File: src/rtl/receiver.sv
// receiver: serial-to-parallel receive stage for the idle-high single-wire link.
// Frame: start(0), even parity, 7 data bits LSB first, stop(1); each bit is
// CLKS_PER_BIT clocks. The line is synchronised, each bit is sampled at its
// centre, and the word is presented with a one-cycle valid strobe plus flags.
//
// state     | meaning
// ----------+-----------------------------------------------------------
// IDLE      | line idle, waiting for rx_s low
// START     | half a bit in, confirm start bit or reject as false start
// PARITY    | one bit later, capture parity bit
// DATA      | capture data bits 0..6 at bit centres
// STOP      | capture stop bit, publish word and error flags
// WAIT_IDLE | stop bit was low, hold until the line returns high
module receiver #(
    parameter int CLKS_PER_BIT = 87
) (
    input  logic       clk,
    input  logic       rst_n,
    input  logic       rx,
    output logic [6:0] data_out,
    output logic       out_valid,
    output logic       parity_err,
    output logic       frame_err,
    output logic       busy
);

    typedef enum logic [2:0] {
        IDLE,
        START,
        PARITY,
        DATA,
        STOP,
        WAIT_IDLE
    } state_t;

    // Counter terminal values: the start check lands half a bit after the
    // first low sample, every later sample exactly one bit after the previous.
    localparam logic [7:0] HALF_TC = 8'(CLKS_PER_BIT / 2 - 1);
    localparam logic [7:0] BIT_TC  = 8'(CLKS_PER_BIT - 1);

    logic       rx_meta;
    logic       rx_s;
    state_t     state;
    logic [7:0] clk_count;
    logic [3:0] bit_idx;
    logic [6:0] shift_reg;
    logic       parity_bit;

    // Two-flop synchroniser; resets to the idle-high line level.
    always_ff @(posedge clk or negedge rst_n) begin
        if (!rst_n) begin
            rx_meta <= 1'b1;
            rx_s    <= 1'b1;
        end else begin
            rx_meta <= rx;
            rx_s    <= rx_meta;
        end
    end

    // Receive FSM with bit timer, data capture and registered outputs.
    always_ff @(posedge clk or negedge rst_n) begin
        if (!rst_n) begin
            state      <= IDLE;
            clk_count  <= 8'd0;
            bit_idx    <= 4'd0;
            shift_reg  <= 7'd0;
            parity_bit <= 1'b0;
            data_out   <= 7'd0;
            out_valid  <= 1'b0;
            parity_err <= 1'b0;
            frame_err  <= 1'b0;
            busy       <= 1'b0;
        end else begin
            out_valid <= 1'b0;
            case (state)
                IDLE: begin
                    clk_count <= 8'd0;
                    if (!rx_s) begin
                        state <= START;
                        busy  <= 1'b1;
                    end
                end
                START: begin
                    if (clk_count == HALF_TC) begin
                        clk_count <= 8'd0;
                        if (rx_s) begin
                            // Low pulse did not last to mid-bit: ignore it.
                            state <= IDLE;
                            busy  <= 1'b0;
                        end else begin
                            state <= PARITY;
                        end
                    end else begin
                        clk_count <= clk_count + 8'd1;
                    end
                end
                PARITY: begin
                    if (clk_count == BIT_TC) begin
                        clk_count  <= 8'd0;
                        parity_bit <= rx_s;
                        bit_idx    <= 4'd0;
                        state      <= DATA;
                    end else begin
                        clk_count <= clk_count + 8'd1;
                    end
                end
                DATA: begin
                    if (clk_count == BIT_TC) begin
                        clk_count            <= 8'd0;
                        shift_reg[bit_idx[2:0]] <= rx_s;
                        if (bit_idx == 4'd6) begin
                            state <= STOP;
                        end else begin
                            bit_idx <= bit_idx + 4'd1;
                        end
                    end else begin
                        clk_count <= clk_count + 8'd1;
                    end
                end
                STOP: begin
                    if (clk_count == BIT_TC) begin
                        clk_count  <= 8'd0;
                        out_valid  <= 1'b1;
                        data_out   <= shift_reg;
                        parity_err <= parity_bit ^ (^shift_reg);
                        frame_err  <= ~rx_s;
                        if (rx_s) begin
                            state <= IDLE;
                            busy  <= 1'b0;
                        end else begin
                            // A low stop bit means break or stuck line; do not
                            // let the still-low line start a new frame.
                            state <= WAIT_IDLE;
                        end
                    end else begin
                        clk_count <= clk_count + 8'd1;
                    end
                end
                WAIT_IDLE: begin
                    clk_count <= 8'd0;
                    if (rx_s) begin
                        state <= IDLE;
                        busy  <= 1'b0;
                    end
                end
                default: begin
                    state     <= IDLE;
                    clk_count <= 8'd0;
                    busy      <= 1'b0;
                end
            endcase
        end
    end

endmodule

File: config.mk
export PLATFORM = sky130hd
export DESIGN_NAME = receiver
export DESIGN_NICKNAME = d
export VERILOG_FILES = /design/src/rtl/receiver.sv
export SDC_FILE = /design/constraint.sdc
export NUM_CORES = 1
export LEC_CHECK = 0
export ABC_AREA = 0
export CELL_PAD_IN_SITES_DETAIL_PLACEMENT = 0
export CELL_PAD_IN_SITES_GLOBAL_PLACEMENT = 2
export CORE_MARGIN = 2
export CORE_UTILIZATION = 35
export CTS_CLUSTER_DIAMETER = 200
export DETAILED_ROUTE_END_ITERATION = 8
export HOLD_SLACK_MARGIN = 0.02
export PLACE_DENSITY = 0.81
export SLEW_MARGIN = 25
export SYNTH_ARGS = -nofsm -noshare
export SYNTH_HDL_FRONTEND = slang
export SYNTH_SLANG_ARGS = --single-unit
File: constraint.sdc
create_clock -name clk -period 2.8 [get_ports clk]
set_clock_uncertainty 0.05 [all_clocks]
set_input_delay 0.28 -clock clk [delete_from_list [all_inputs] [get_ports clk]]
set_output_delay 0.28 -clock clk [all_outputs]
set_load 0.05 [all_outputs]
# Word level (Yosys, flattened, before mapping)
# Cells that the tools add are included.
# classes
eq_ne,16
n_mux,27
n_bitwise,3
reduce_logical,12
order_cmp,2
add_sub_neg,2
# ops
op,count
3-bit 2-to-1 mux,8
3-bit one-hot mux with 6 select lines,1
8-bit 2-to-1 mux,2
2-bit != test (second input constant),8
8-bit one-hot mux with 2 select lines,1
4-bit 2-to-1 mux,3
8-bit by 1-bit adder with 8-bit output (second input constant),1
8-bit by 6-bit equality test with 1-bit output (second input constant),1
8-bit by 7-bit equality test with 1-bit output (second input constant),1
4-bit one-hot mux with 2 select lines,1
4-bit AND reduction,2
7-bit bitwise mux,1
1-bit 2-to-1 mux,7
7-bit AND reduction,1
7-bit parity,1
3-bit by 2-bit equality test with 1-bit output (second input constant),2
3-bit equality test (second input constant),2
2-bit AND reduction,3
1-bit one-hot mux with 5 select lines,1
4-bit by 1-bit adder with 4-bit output (second input constant),1
4-bit by 3-bit equality test with 1-bit output (second input constant),1
3-bit by 4-bit less-than comparator with 1-bit output (second input constant),1
1-bit demux with 3-bit select,1
3-bit by 1-bit equality test with 1-bit output (second input constant),1
9 further kinds,10
# word_totals
output_inout_bits,11
wordCells,74
regBits,36
inputBits,3

# Depth between registers and ports, before layout
# Gate-level depths: netlist of the first run.
# logic_depth
depth_word,5
mapped_depth,7
ltp_nobuf,6

# Worst setup path after synthesis of the first run
# Ideal clock, no wire load.
# synth_timing
path_kind,reg2reg
startpoint,register clk_count[5]
endpoint,register shift_reg[4]
synth_period_minus_slack_ns,2.194
path_stages_with_launch,6
arrival_ns,2.016
setup_ns,0.128
path_buffers,1
required_ns,2.622
path_slack_ns,0.606
path_cell_list,dfrtp_1 > or3b_4 > or4_4 > buf_6 > nor4b_2 > mux2_1
# synth_via
elab_chain_cells,2
# synth_lines
item,line,text
"start, declared",44,logic [7:0] clk_count;
"start signal, assigned",94,clk_count <= clk_count + 8'd1;
"start signal, assigned",104,clk_count <= clk_count + 8'd1;
"start signal, assigned",117,clk_count <= clk_count + 8'd1;
8-bit by 7-bit equality test with 1-bit output,108,if (clk_count == BIT_TC) begin
2-bit AND reduction (no line),n/a,
"end signal, assigned by index",110,shift_reg[bit_idx[2:0]] <= rx_s;
"end, declared",46,logic [6:0] shift_reg;
# No other way between the ends.
# A chain may end at the register's enable or synchronous reset.

# Worst setup path after layout of the first run
# layout_timing
startpoint,register clk_count[0]
endpoint,register state[0]
# layout_via
elab_chain_cells,3
word_cells_on_any_way,7
classes_between,6 x eq/ne; 1 x reduce/logical
# layout_lines
item,line,text
8-bit by 7-bit equality test with 1-bit output / 8-bit by 6-bit equality test with 1-bit output (equally long branches),n/a,
2-bit != test (no line),n/a,
7-bit AND reduction (no line) (*),n/a,
"end signal, assigned",102,state <= DATA;
"end signal, assigned",112,state <= STOP;
"end signal, assigned",128,state <= IDLE;
"end, declared",43,state_t state;
# Every way passes the cells marked *; elsewhere a longest branch is shown, timed or not.

==> impl_results.rst, run 1 <==
.. list-table::
   :header-rows: 1

   * - Metric
     - Value
   * - Share of synthesized area occupied by flip-flops and latches
     - 51.0%
   * - Power density over cell area
     - between 500 and 600 nW/um2
   * - Clock net sink count
     - 36
   * - Post-detailed-placement cell area
     - approximately 2000 um2
   * - Setup slack on the worst flop-to-flop path
     - a little over 0.5 ns
   * - Highest ir drop seen on vdd
     - 365 uV
   * - Count of antenna diodes in the layout
     - 0
   * - CP startpoint kind
     - flop
   * - Die Height
     - 75.2 um
   * - Overflow left after global routing
     - 0
   * - Later-pin clock latency in the skew report
     - 0.29 ns
   * - Post-synthesis instance area
     - 1770 um2
   * - Aggregate negative setup slack
     - 0 ns
   * - Count of pins on the block boundary
     - 14
   * - Worst Setup Slack post-DPL
     - 0.509 ns
   * - Total CTS buffers
     - 5
   * - Leakage
     - 0.916 nW
   * - Number of synthesized register bits
     - 36
   * - Count of mapped cells out of synthesis
     - 157
   * - Max Clock Freq
     - 437 MHz
   * - Arrival time reported for the critical path endpoint
     - 2.46 ns
   * - Worst reg2reg path endpoint
     - state[0]$_DFFE_PN0P_
   * - Distinct cell type count of the synthesized netlist
     - 45
   * - Most frequent cells in the layout
     - sky130_fd_sc_hd__dfrtp_1 (34), sky130_fd_sc_hd__clkdlybuf4s50_1 (13), sky130_fd_sc_hd__nor2_1 (11), sky130_fd_sc_hd__nand2_1 (10), sky130_fd_sc_hd__mux2_2 (9)
   * - Cell Rows
     - 25
   * - Vias in the first global route
     - about 1,200
   * - Biggest fanout along the worst timing path
     - 10
   * - Share of flip-flops with an asynchronous set or reset after synthesis
     - between 90% and 100%
   * - Hold Path Cell Cnt
     - 0
   * - Clk Tree Root Cell
     - sky130_fd_sc_hd__clkbuf_8
   * - Min Tclk post-route
     - 2.29 ns
   * - Antenna Nets Post-Route
     - 0
   * - Startpoint of the lowest-slack register-to-register path
     - clk_count[0]$_DFF_PN0_
   * - Routed length per instance
     - 13.6 um
   * - Number of buffers added on ports
     - 13
   * - Vias per std cell
     - 5.04
   * - Setup ws final
     - between 0.5 and 0.6 ns
   * - Starting density of the core
     - 36.8%
   * - Number of DRC violations after detailed-routing iteration 0
     - 83
   * - Worst Reg-to-Reg Cells
     - 6
   * - Core occupancy in the finished layout
     - 42.9%
   * - Most frequent standard cell in the layout excluding fill and tap cells
     - sky130_fd_sc_hd__dfrtp_1
   * - Type of element capturing the critical path
     - flop
   * - Total instance count after detailed placement
     - 231
   * - Class of the most critical setup path
     - flop to flop
   * - Synth Net Count
     - 164
   * - Hold_ws
     - 0.308 ns
   * - Total die area
     - 5650 um2
   * - Final HPWL from detailed placement
     - ~2200 um
   * - CTS max path bufs
     - 2
   * - Post-Route WL
     - 3240 um
   * - Count of hold-fix buffers inserted at cts
     - 0
   * - Flip-flop and latch area
     - 903 um2
   * - Final non-filler cell total
     - 239
   * - Core outline area
     - 4820 um2
   * - Number of levels the H-tree was split into
     - 2
   * - Worst hold path endpoint
     - rx_s$_DFF_PN1_
   * - Transition time at the pin with the least slew margin
     - 0.495 ns
   * - Area occupied by multi-input gates
     - approximately 800 um2
   * - Avg Cell Area, Syn
     - 11.3 um2
   * - Total power of the final layout
     - 1.09 mW
   * - Final setup vio count
     - 0
   * - Final Wtd Congestion
     - ~0.80
   * - Flip-flop count of the largest register after layout
     - 8
   * - Layout overhead on the synthesized area
     - 16.6%
   * - Wire length of the first global-routing pass
     - 5640 um
   * - DIE WIDTH
     - about 75 um
   * - Share of final-layout standard cells stronger than drive strength 1
     - 16.9%
   * - CTS tree
     - yes
   * - Count of max-cap constraint violations
     - 0
   * - Clock slew at the register clock pins of the worst setup and hold paths
     - approximately 0.070 ns
   * - Post-route DRC
     - 0
   * - Launch point of the worst hold path
     - rx_meta$_DFF_PN1_
   * - Setup Fix Bufs, Post-CTS
     - 0
   * - TritonRoute pass-1 iters
     - 4
   * - Period Utilization, post-route
     - 81.8%
   * - RSZ-0062 raised after global routing
     - no
   * - Number of antenna violations at the first check in global routing
     - 0
   * - Required @ worst endpoint
     - 2.97 ns
   * - Largest net degree at the start of global routing
     - 37
   * - GRT Overall Usage
     - roughly 14%
   * - Post-cts repair resize count
     - 0
   * - Number of flops mapped to enable cells by yosys
     - 0
   * - Number of pins with negative max-slew slack in the final report
     - 0
   * - Normalized max-slew margin
     - 66.9%
   * - Fill cells
     - 488
   * - Hold Fails Final Rpt
     - 0
   * - Final net count
     - 178
   * - Worst Hold Class
     - flop to flop
   * - Count of vias placed by the detailed router
     - 1,205
   * - Number of warning messages in the yosys log
     - 0
   * - Fin area
     - 2070 um2
   * - Synth Flop Type
     - sky130_fd_sc_hd__dfrtp_1
   * - Run status
     - finished, final reports clean
## critical path, stage by stage, from the launching register on
cell and delay, ns:
sky130_fd_sc_hd__dfrtp_1 0.43, sky130_fd_sc_hd__inv_1 0.08, sky130_fd_sc_hd__ha_1 0.16, sky130_fd_sc_hd__or4b_2 0.60
sky130_fd_sc_hd__o21ai_0 0.29, sky130_fd_sc_hd__and2_1 0.39, sky130_fd_sc_hd__a32o_1 0.23
## power breakdown
part,switching [mW],total [mW],leakage [nW],internal [mW]
Combinational,0.0516,0.0837,0.376,0.0321
Sequential,0.0259,0.562,0.485,0.536
Clock,0.185,0.449,0.0541,0.263
## final cells by class
cell class / instances / area share, %
multi-input combinational: 107 / 38.7
clock inverter: 3 / 2.06
timing repair buffer: 15 / 7.02
sequential: 36 / 43.7
inverter: 6 / 1.09
clock buffer: 5 / 3.33
tap: 67 / 4.06
## cells in the mapped netlist, types with 3 or more instances
cell type	number	area [um2]
sky130_fd_sc_hd__ha_1	4	50.1
sky130_fd_sc_hd__nor2_1	11	41.3
sky130_fd_sc_hd__o21ai_0	5	25.0
sky130_fd_sc_hd__a21oi_1	4	20.0
sky130_fd_sc_hd__xnor2_1	8	70.1
sky130_fd_sc_hd__clkbuf_1	4	15.0
sky130_fd_sc_hd__mux2_1	6	67.6
sky130_fd_sc_hd__xor2_1	5	43.8
sky130_fd_sc_hd__dfrtp_1	34	851
sky130_fd_sc_hd__mux2_2	9	101
sky130_fd_sc_hd__nand3_1	5	25.0
sky130_fd_sc_hd__inv_1	6	22.5
sky130_fd_sc_hd__nor4_1	6	37.5
sky130_fd_sc_hd__nand2_1	10	37.5
sky130_fd_sc_hd__and3_1	3	18.8
## worst max-delay path by stage
stage                                     to                    from  slack [ns]
floorplan           shift_reg[4]$_DFFE_PN0P_  clk_count[5]$_DFF_PN0_        0.61
global placement    shift_reg[3]$_DFFE_PN0P_  clk_count[5]$_DFF_PN0_        0.52
detailed placement      state[0]$_DFFE_PN0P_  clk_count[0]$_DFF_PN0_        0.51
CTS                     state[0]$_DFFE_PN0P_  clk_count[0]$_DFF_PN0_        0.49
global route            state[0]$_DFFE_PN0P_  clk_count[0]$_DFF_PN0_        0.29
finish                  state[0]$_DFFE_PN0P_  clk_count[0]$_DFF_PN0_        0.51
## layer usage
metal  vias up  routed length [um]  GRT usage (%)
li1        584                   -              -
met1       588                1470           16.2
met2        26                1600           22.8
met3         7                 130           4.02
met4         0                  45           5.26
met5         -                   0              0
## cells by family (layout without fill, tap and decap cells)
logic type                 count (synthesis)  after routing  synth area share (%)
and+or+nand+nor                           53             53                  17.8
DFF                                       36             36                  51.0
AOI/OAI and AO/OA                         21             21                  8.05
muxes                                     16             16                  10.1
buffers and inverters                     14             29                  3.88
xor gates and xnor gates                  13             13                  6.42
adders and majority gates                  4              4                  2.82
Power figures use the tool's default switching activity.
==> run 2: changes to the inputs <==
CORE_UTILIZATION = 34   (was 35)
PLACE_DENSITY = 0.82   (was 0.81)
clock period = 1.87 ns   (was 2.8 ns; I/O delays follow)
==> impl_results.rst, run 2 (same netlist as run 1, synthesis figures left out) <==
.. list-table::
   :header-rows: 1

   * - Metric
     - Value
   * - Run status
     - complete, but fails checks (was finished, final reports clean)
   * - Violated checks
     - negative setup slack
   * - Share of final-layout standard cells stronger than drive strength 1
     - 32.8% (was 16.9%)
   * - Arrival time reported for the critical path endpoint
     - 2.30 ns (was 2.46 ns)
   * - Setup crit end
     - shift_reg[3]$_DFFE_PN0P_ (was state[0]$_DFFE_PN0P_)
   * - DIE WIDTH
     - 76.2 um (was 75.2 um)
   * - CP startpoint kind
     - flop (unchanged)
   * - Combinational share of power
     - 13.3% (was 7.6%)
   * - Type of element capturing the critical path
     - flop (unchanged)
   * - Critical path's largest stage delay
     - 0.58 ns (was 0.60 ns)
   * - Cell Rows
     - 26 (was 25)
   * - Total CTS buffers
     - 5 (unchanged)
   * - Max Clock Freq
     - 459 MHz (was 437 MHz)
   * - Transition time at the pin with the least slew margin
     - 0.518 ns (was 0.495 ns)
   * - Switching pwr
     - 0.399 mW (was 0.263 mW)
   * - CTS tree
     - yes (unchanged)
   * - Clock slew at the register clock pins of the worst setup and hold paths
     - 0.07 ns (about the same)
   * - Final net count
     - 201 (was 178)
   * - Number of DRC violations after detailed-routing iteration 0
     - 58 (was 83)
   * - Post-Route WL
     - 3870 um (was 3240 um)
   * - Slowest CP cell
     - sky130_fd_sc_hd__or4_4 (was sky130_fd_sc_hd__or4b_2)
   * - Startpoint of the lowest-slack register-to-register path
     - clk_count[3]$_DFF_PN0_ (was clk_count[0]$_DFF_PN0_)
   * - Setup slack on the worst flop-to-flop path
     - -0.31 ns (was 0.51 ns)
   * - Overflow left after global routing
     - 0 (unchanged)
   * - Routed length per instance
     - 14.6 um (was 13.6 um)
   * - Min Tclk post-route
     - 2.18 ns (was 2.29 ns)
   * - CTS max path bufs
     - 2 (unchanged)
   * - Most frequent standard cell in the layout excluding fill and tap cells
     - sky130_fd_sc_hd__dfrtp_1 (unchanged)
   * - Number of antenna violations at the first check in global routing
     - 0 (unchanged)
   * - TritonRoute pass-1 iters
     - 4 (unchanged)
   * - Count of max-cap constraint violations
     - 0 (unchanged)
   * - Switching share of total power
     - 25.7% (was 24.0%)
   * - Die Height
     - 76.2 um (was 75.2 um)
   * - Antenna Nets Post-Route
     - 0 (unchanged)
   * - RSZ-0062 raised after global routing
     - yes (was no)
   * - Worst reg2reg path endpoint
     - shift_reg[3]$_DFFE_PN0P_ (was state[0]$_DFFE_PN0P_)
   * - Worst Reg-to-Reg Cells
     - 5 (was 6)
   * - Number of levels the H-tree was split into
     - 2 (unchanged)
   * - Count of antenna diodes in the layout
     - 0 (unchanged)
   * - GRT Overall Usage
     - 14.8% (was 13.5%)
   * - Setup ws final
     - -0.308 ns (was 0.511 ns)
   * - Count of hold-fix buffers inserted at cts
     - 0 (unchanged)
   * - Relative contribution of sequential cells to total power
     - 53.0% (was 51.3%)
   * - Period Utilization, post-route
     - 116% (was 81.8%)
   * - Leakage
     - 1.05 nW (was 0.916 nW)
   * - Clock share of power
     - 33.7% (was 41.0%)
   * - Total internal power
     - 1.15 mW (was 0.831 mW)
   * - Final Wtd Congestion
     - 0.796 (was 0.795)
   * - Layout overhead on the synthesized area
     - 33.2% (was 16.6%)
   * - Vias per std cell
     - 4.92 (was 5.04)
   * - Count of vias placed by the detailed router
     - 1,305 (was 1,205)
   * - Highest ir drop seen on vdd
     - 397 uV (was 365 uV)
   * - Aggregate negative setup slack
     - -2.38 ns (was 0 ns)
   * - Sequence of cells on the critical path
     - or3b_4, or4_4, buf_12, nor4_4, mux2_1 (was inv_1, ha_1, or4b_2, o21ai_0, and2_1, a32o_1)
   * - Largest net degree at the start of global routing
     - 37 (unchanged)
   * - Hold Fails Final Rpt
     - 0 (unchanged)
   * - Starting density of the core
     - 34.9% (was 36.8%)
   * - Core outline area
     - 5070 um2 (was 4820 um2)
   * - Critical Path Source
     - clk_count[3]$_DFF_PN0_ (was clk_count[0]$_DFF_PN0_)
   * - Count of pins on the block boundary
     - 14 (unchanged)
   * - Required @ worst endpoint
     - 1.99 ns (was 2.97 ns)
   * - Clk Tree Root Cell
     - sky130_fd_sc_hd__clkbuf_8 (unchanged)
   * - Worst Hold Class
     - input port to flop (was flop to flop)
   * - Post-route DRC
     - 0 (unchanged)
   * - Biggest fanout along the worst timing path
     - 7 (was 10)
   * - Number of pins with negative max-slew slack in the final report
     - 0 (unchanged)
   * - Total die area
     - 5810 um2 (was 5650 um2)
   * - Final HPWL from detailed placement
     - 2600 um (was 2250 um)
   * - Total power of the final layout
     - 1.55 mW (was 1.09 mW)
   * - Power density over cell area
     - 657 nW/um2 (was 529 nW/um2)
   * - Wire length of the first global-routing pass
     - 6890 um (was 5640 um)
   * - Clock net sink count
     - 36 (unchanged)
   * - Hold_ws
     - 0.282 ns (was 0.308 ns)
   * - Final setup vio count
     - 15 (was 0)
   * - Later-pin clock latency in the skew report
     - 0.28 ns (was 0.29 ns)
   * - Class of the most critical setup path
     - flop to flop (unchanged)
   * - Number of buffers added on ports
     - 13 (unchanged)
   * - Most frequent cells in the layout
     - sky130_fd_sc_hd__dfrtp_1 (34), sky130_fd_sc_hd__buf_4 (22), sky130_fd_sc_hd__clkdlybuf4s50_1 (13), sky130_fd_sc_hd__nor2_1 (11), sky130_fd_sc_hd__nand2_1 (9) (was sky130_fd_sc_hd__dfrtp_1 (34), sky130_fd_sc_hd__clkdlybuf4s50_1 (13), sky130_fd_sc_hd__nor2_1 (11), sky130_fd_sc_hd__nand2_1 (10), sky130_fd_sc_hd__mux2_2 (9))
   * - Flip-flop count of the largest register after layout
     - 8 (unchanged)
   * - Normalized max-slew margin
     - 65.4% (was 66.9%)
   * - Vias in the first global route
     - 1,436 (was 1,212)
==> run 2: cell count changes in the layout (fill, tap and decap cells not counted), sizes merged <==
cell	before	now
bufinv	1	0
clkinv	1	0
clkinvlp	1	0
clkbuf	5	8
buf	2	24
or3b	2	3
==> run 2: worst max-delay path: cells and delay by family (launching register included) <==
family,cells,cell delay (ns)
AND/OR/NAND/NOR,3,1.13
flip-flops,1,0.38
multiplexers,1,0.34
buffers and inverters,1,0.17
==> run 2: power groups by stage <==
stage	Combinational, mW	Sequential, mW	Clock (mW)
floorplan	0.0907	0.851	0
finish	0.206	0.823	0.524
CTS	0.194	0.820	0.545
global placement	0.180	0.833	0
global route	0.231	0.826	0.589
detailed placement	0.185	0.834	0
==> run 2: metrics by stage <==
stage	utilization [%]	setup slack, ns	area, um2	cells
5_1_grt	46.5	-0.376	2360	265
2_1_floorplan	-	-0.319	1790	157
3_5_place_dp	41.0	-0.294	2080	249
4_1_cts	45.2	-0.292	2290	263
3_3_place_gp	41.0	-0.214	2080	249
6_report	46.5	-0.308	2360	265
==> run 2: layer usage <==
layer  track usage, %  share of wire [%]
met4             5.45                1.2
met3             3.20                2.5
met1             17.0                 43
met2             27.1                 54
met5                0                  0
==> run 2: cell type report <==
| class | instances | area (um2) |
|---|---|---|
| flip-flops and latches | 36 | 903 |
| multi-input cells | 108 | 941 |
| repair buffers | 37 | 327 |
| fillers | 488 | 2710 |
| clock buffers | 8 | 80.1 |
| inverters | 6 | 22.5 |
| well taps | 70 | 87.6 |
==> run 2: worst min-delay path by stage <==
stage | startpoint | endpoint | slack, ns | depth (start not counted)
2_1_floorplan | rst_n | bit_idx[0]$_DFFE_PN0P_ | -0.16 | 0
3_3_place_gp | rx_meta$_DFF_PN1_ | rx_s$_DFF_PN1_ | 0.30 | 0
6_report | rx | rx_meta$_DFF_PN1_ | 0.28 | 1
4_1_cts | rx | rx_meta$_DFF_PN1_ | 0.28 | 1
3_5_place_dp | rx_meta$_DFF_PN1_ | rx_s$_DFF_PN1_ | 0.30 | 0
5_1_grt | rx | rx_meta$_DFF_PN1_ | 0.28 | 1
==> run 2: timing repair <==
item / in CTS / in global routing
endpoints found under the setup margin: 26 / 26
setup buffers: 5 / 2
resized for setup: 14 / 12
pin swaps: 3 / 3
cloned: 1 / 0
